===== config.mk =====
export PLATFORM = sky130hd
export DESIGN_NAME = apb_mem_slave_flat
export DESIGN_NICKNAME = d
export VERILOG_FILES = /design/src/rtl/apb_mem_slave_if.sv /design/src/rtl/apb_mem_slave.sv /design/src/flat_wrapper.sv
export SDC_FILE = /design/constraint.sdc
export NUM_CORES = 2
export LEC_CHECK = 0
export CORE_ASPECT_RATIO = 0.7
export CORE_MARGIN = 10
export CORE_UTILIZATION = 30
export DETAILED_ROUTE_END_ITERATION = 8
export PLACE_DENSITY = 0.44
export SETUP_SLACK_MARGIN = 0.05
export SKIP_LAST_GASP = 1
export SLEW_MARGIN = 20
export SYNTH_ARGS = -nofsm -noshare
export SYNTH_HDL_FRONTEND = slang
export SYNTH_SLANG_ARGS = --single-unit

===== constraint.sdc =====
create_clock -name clk_apb -period 5.45 [get_ports clk_apb]
set_input_delay 0.8175 -clock clk_apb [delete_from_list [all_inputs] [get_ports clk_apb]]
set_output_delay 0.8175 -clock clk_apb [all_outputs]
set_load 0.03 [all_outputs]

===== src/rtl/apb_mem_slave_if.sv =====
// APB bus bundle between the bridge's master port and the memory target.
interface apb_mem_slave_if;
  logic        sel_sig_master;
  logic        en_from_master;
  logic        write_sig_master;
  logic [15:0] addr_from_master;
  logic [31:0] write_data_master;
  logic        ready_master;
  logic [31:0] read_data_master;

  modport master (
    output sel_sig_master, en_from_master, write_sig_master,
           addr_from_master, write_data_master,
    input  ready_master, read_data_master
  );

  modport slave (
    input  sel_sig_master, en_from_master, write_sig_master,
           addr_from_master, write_data_master,
    output ready_master, read_data_master
  );
endinterface


===== src/rtl/apb_mem_slave.sv =====
// APB target: word-addressed flop memory with fixed wait states and a
// saturating protocol-violation counter.
module apb_mem_slave #(
  parameter int unsigned DEPTH       = 64,
  parameter int unsigned WAIT_CYCLES = 2,
  parameter logic [15:0] BASE_ADDR   = 16'h0000
) (
  input  logic                  clk_apb,
  input  logic                  rst_apb,
  apb_mem_slave_if.slave        bus,
  output logic [7:0]            prot_err_count
);
  localparam int unsigned AW = $clog2(DEPTH);

  typedef enum logic [1:0] {IDLE, SETUP_SEEN, ACCESS, ERR_ABORT} state_t;

  state_t        r_state;
  logic [3:0]    r_cnt;
  logic [AW-1:0] r_idx;
  logic          r_in_range;
  logic          r_write;
  logic [31:0]   r_wdata;
  logic [31:0]   r_rdata;
  logic [7:0]    r_err_cnt;
  logic [31:0]   r_mem [DEPTH];

  logic [13:0]   w_woff;
  logic [AW-1:0] w_idx;
  logic          w_in_range;
  logic          w_sel;
  logic          w_en;
  logic          w_take_setup;
  logic          w_access;
  logic          w_ready;
  logic          w_err_inc;

  assign w_sel      = bus.sel_sig_master;
  assign w_en       = bus.en_from_master;
  // BASE_ADDR is word-aligned, so the word offset is a plain 14-bit difference.
  assign w_woff     = bus.addr_from_master[15:2] - BASE_ADDR[15:2];
  assign w_idx      = w_woff[AW-1:0];
  assign w_in_range = (bus.addr_from_master >= BASE_ADDR) && (32'(w_woff) < DEPTH);

  assign w_take_setup = w_sel && !w_en && ((r_state == IDLE) || (r_state == ERR_ABORT));
  // The first enable cycle is still spent in SETUP_SEEN, so it can complete too.
  assign w_access     = (r_state == SETUP_SEEN) || (r_state == ACCESS);
  assign w_ready      = w_access && (r_cnt == 4'd0) && w_sel && w_en;
  assign w_err_inc    = (r_state == ERR_ABORT) || ((r_state == IDLE) && w_sel && w_en);

  assign bus.ready_master     = w_ready;
  assign bus.read_data_master = r_rdata;
  assign prot_err_count       = r_err_cnt;

  always_ff @(posedge clk_apb) begin
    if (!rst_apb) begin
      r_state    <= IDLE;
      r_cnt      <= 4'd0;
      r_idx      <= '0;
      r_in_range <= 1'b0;
      r_write    <= 1'b0;
      r_wdata    <= 32'd0;
      r_rdata    <= 32'd0;
      r_err_cnt  <= 8'd0;
      for (int unsigned i = 0; i < DEPTH; i++) r_mem[i] <= 32'd0;
    end else begin
      if (w_take_setup) begin
        r_idx      <= w_idx;
        r_in_range <= w_in_range;
        r_write    <= bus.write_sig_master;
        r_wdata    <= bus.write_data_master;
        r_cnt      <= 4'(WAIT_CYCLES);
        if (!bus.write_sig_master) r_rdata <= w_in_range ? r_mem[w_idx] : 32'hDEAD_BEEF;
      end

      if (w_err_inc && (r_err_cnt != 8'hFF)) r_err_cnt <= r_err_cnt + 8'd1;

      if (w_ready && r_write && r_in_range) r_mem[r_idx] <= r_wdata;

      case (r_state)
        IDLE:       if (w_take_setup) r_state <= SETUP_SEEN;
        SETUP_SEEN, ACCESS: begin
          if (!w_sel || !w_en) begin
            r_state <= ERR_ABORT;
          end else if (r_cnt != 4'd0) begin
            r_cnt   <= r_cnt - 4'd1;
            r_state <= ACCESS;
          end else begin
            r_state <= IDLE;
          end
        end
        ERR_ABORT:  r_state <= w_take_setup ? SETUP_SEEN : IDLE;
        default:    r_state <= IDLE;
      endcase
    end
  end
endmodule


===== src/flat_wrapper.sv =====
// flat-port wrapper written by rule: the top's interface ports become plain ports
module apb_mem_slave_flat 
#(
  parameter int unsigned DEPTH       = 64,
  parameter int unsigned WAIT_CYCLES = 2,
  parameter logic [15:0] BASE_ADDR   = 16'h0000
)
  (clk_apb, rst_apb, prot_err_count, bus_sel_sig_master, bus_en_from_master, bus_write_sig_master, bus_addr_from_master, bus_write_data_master, bus_ready_master, bus_read_data_master);
  apb_mem_slave_if bus_i ();
  input  logic clk_apb;
  input  logic rst_apb;
  output logic [7:0] prot_err_count;
  input wire logic [$bits(bus_i.sel_sig_master)-1:0] bus_sel_sig_master;
  input wire logic [$bits(bus_i.en_from_master)-1:0] bus_en_from_master;
  input wire logic [$bits(bus_i.write_sig_master)-1:0] bus_write_sig_master;
  input wire logic [$bits(bus_i.addr_from_master)-1:0] bus_addr_from_master;
  input wire logic [$bits(bus_i.write_data_master)-1:0] bus_write_data_master;
  output wire logic [$bits(bus_i.ready_master)-1:0] bus_ready_master;
  output wire logic [$bits(bus_i.read_data_master)-1:0] bus_read_data_master;
  assign bus_i.sel_sig_master = bus_sel_sig_master;
  assign bus_i.en_from_master = bus_en_from_master;
  assign bus_i.write_sig_master = bus_write_sig_master;
  assign bus_i.addr_from_master = bus_addr_from_master;
  assign bus_i.write_data_master = bus_write_data_master;
  assign bus_ready_master = bus_i.ready_master;
  assign bus_read_data_master = bus_i.read_data_master;
  apb_mem_slave #(.DEPTH(DEPTH), .WAIT_CYCLES(WAIT_CYCLES), .BASE_ADDR(BASE_ADDR)) u_core (.clk_apb(clk_apb), .rst_apb(rst_apb), .bus(bus_i), .prot_err_count(prot_err_count));
endmodule

==> impl_results.md <==
- Final period utilization: 73.8%
- Die width: 695 um
- RSZ-0062 raised after global routing: false
- Setup TNS Final: 0 ps
- Vias per inst: 5.08
- CTS H-tree depth: 4
- Post-Place Setup Slack: 819 ps
- Cell variety after synth: 58
- Cts hold-fix bufs: 0
- R2R Path Start: u_core.r_state[1]$_SDFFE_PN0P_
- Crit path max fanout: 17
- Reg-to-reg slack, setup: 1430 ps
- CP startpoint kind: flop
- Critical-path top delay cell: o21ai_4
- Finish-stage setup viols: 0
- Setup Buffers After CTS: 0
- Largest net degree at the start of global routing: 81
- Port Buffers: 91
- Dpl cells: 10.3k
- Slew HR: 17.4%
- Crit-path cells: inv_1 -> ha_1 -> nand3_1 -> nor4_4 -> nand3_2 -> o21ai_4 -> buf_4
- GPL Wtd Cong: 0.825
- Die height: 493 um
- Synthesized Nets: 6396
- Clock-pin slew on the worst setup and hold paths: 60 ps
- Pwr Density: 333 nW/um^2
- Reg2reg path depth: 7
- Final Util: 34.5%
- Hold Path Sink: u_core.r_wdata[15]$_SDFFE_PN0P_
- Worst Path Buf+Inv: 2
- Most frequent cells in the layout: and2_1 (2055), edfxtp_1 (2048), mux4_2 (472)
- CTS resizes: 0
- Leading area contributor after synthesis: edfxtp_1
- I/O pins: 94
- Antenna-violating nets left: 0
- Final setup margin: 1430 ps
- Kind of critical path: flop to flop
- Hold path startpoint: rst_apb
- Post-Syn Area per Cell: 15.1 um^2
- Global-route wire length before repair: 457000 um
- Final hold violation count: 0
- Gr usage total: 18.8%
- CP peak stage delay: 910 ps
- CTS tree: yes
- Total Routed Length: 330000 um
- Filler cell count: 30.2k
- Placeable Area: 318000 um^2
- Adder-Cell Fraction of Synth Area: 0.0784%
- Vias: 54.3k
- Worst-skew pair later-pin latency: 910 ps
- Fin area: 110000 um^2
- Synth Warn #: 0
- Critical path arrival: 4590 ps
- Worst min path class: input pin to flop
- First-iteration detailed-routing DRC count: 6417
- Total power: 36.5 mW
- Final cell count without fillers: 10.7k
- Post-synth EDFFs: 2048
- Clock skew: 71.0 ps
- Post-synth ARST share: 0%
- Max clock buf depth: 4
- Max-Cap Viols: 0
- Root buf cell: clkbuf_16
- NumNets Final: 6368
- Simple-gate share of the synthesized area: 15.3%
- Flops & latches, synth: 2134
- Post-synth top flop: edfxtp_1
- Number of global-route vias before repair: 54.2k
- Worst-margin pin slew: 1200 ps
- Xor and xnor area share after synthesis: 0.0457%
- Mean routed wirelength per cell: 30.9 um
- Status: finished, final reports clean
- Post-route DRC: 0
- Post-DP HPWL: 197000 um
- Grt ovf: 0
- Layout cell share with drive strength beyond 1: 20.1%
- Synthesized cell area: 95800 um^2
- Clock sinks: 2134
- Register area share after synthesis: 66.0%
- Highest clock rate: 249 MHz
- WHS Path Cells: 2
- Compound-cell area share of the yosys netlist: 3.72%
- Tmin final: 4020 ps
- # rows: 173
- Crit end category: flop
- Total CTS buffers: 220
- Area contributors post-synth: edfxtp_1 (64%), and2_1 (13%), mux4_2 (11%)
- Placed cell areas: 103000 um^2
- Hold_ws: 375 ps
- Maximum vdd ir drop: 249 uV
- Initial Utilization: 30.2%
- Top cell type's share of synthesized area: 64.2%
- Final Slew Violations: 0
- DIE AREA: 343000 um^2
- Most common cell after layout, fill and taps aside: and2_1
- Mux cell area share after synthesis: 12.1%
- Initial antenna violation count: 32
- CP top delay family: simple AND/OR/NAND/NOR gates
- Largest family of logic cells by synthesized area: simple AND/OR/NAND/NOR gates
- Reg2reg end: u_core.r_mem[19][5]$_SDFFCE_PN0P_
- Crit path required time: 6020 ps
- First-pass iteration count of the detailed router: 5
- Synthesis-to-layout area growth: 14.5%
- Leak: 38.1 nW
- Syn Inst Count: 6337
==> report_power, final <==
part	leakage (nW)	switching (mW)	internal [mW]
Combinational	13.0	2.12	0.910
Clock	3.20	6.58	8.03
Sequential	21.9	0.388	18.5
==> cell usage after synthesis, drive strengths merged, types with 30 or more instances <==
library cell,instances
mux2i,39
clkbuf,542
a22oi,112
nor2,116
a21boi,42
mux2,52
and2,2056
nor2b,35
nand2,129
o22ai,41
a31oi,32
nand3,30
edfxtp,2048
mux4,472
a21oi,55
a22o,40
o21ai,135
dfxtp,86
buf,114
==> state kept, by name, indices dropped and copies added, names as in the netlist <==
signal,flops
u_core.r_mem,2048
u_core.bus.read_data_master,32
u_core.r_wdata,32
u_core.prot_err_count,8
u_core.r_idx,6
u_core.r_cnt,4
u_core.r_state,2
u_core.r_in_range,1
u_core.r_write,1
==> layout make-up <==
class | count | area, um^2 | area share [%]
antenna | 17 | 42.5 | 0.0388
clock buffer | 289 | 5840 | 5.32
clock inverter | 95 | 731 | 0.666
inverter | 6 | 22.5 | 0.0205
multi-input combinational | 3541 | 30900 | 28.2
sequential | 2134 | 63300 | 57.7
tap | 4200 | 5260 | 4.79
timing repair buffer | 406 | 3580 | 3.26
==> logic make-up (layout without fill, tap and decap cells) <==
kind of cell,count (synthesis),count (layout)
XOR/XNOR,5,5
flip-flops,2134,2134
AO/OA/AOI/OAI,531,531
AND/OR/NAND/NOR,2436,2436
other,0,17
adder cells (fa/ha/maj),6,6
buffers and inverters,662,796
multiplexers,563,563
==> per-layer routing <==
layer / track usage [%] / part of all wire (%) / up-vias
met1: 28.2 / 46 / 28800
met4: 4.00 / 2.3 / 0
li1: - / - / 23200
met5: 0 / 0 / -
met2: 28.0 / 44 / 1912
met3: 3.79 / 7.8 / 352
==> how the worst max path moves through the flow <==
stage	start	endpoint	slack (ps)	cells after the start
2_1_floorplan	rst_apb	u_core.r_mem[43][10]$_SDFFCE_PN0P_	740	6
3_3_place_gp	bus_en_from_master	u_core.r_mem[19][13]$_SDFFCE_PN0P_	870	6
3_5_place_dp	bus_en_from_master	u_core.r_mem[19][13]$_SDFFCE_PN0P_	820	6
4_1_cts	u_core.r_state[1]$_SDFFE_PN0P_	u_core.r_mem[19][5]$_SDFFCE_PN0P_	1410	7
5_1_grt	u_core.r_state[1]$_SDFFE_PN0P_	u_core.r_mem[19][5]$_SDFFCE_PN0P_	1250	7
6_report	u_core.r_state[1]$_SDFFE_PN0P_	u_core.r_mem[19][5]$_SDFFCE_PN0P_	1430	7
No activity file was read; power rests on OpenSTA's default activity.
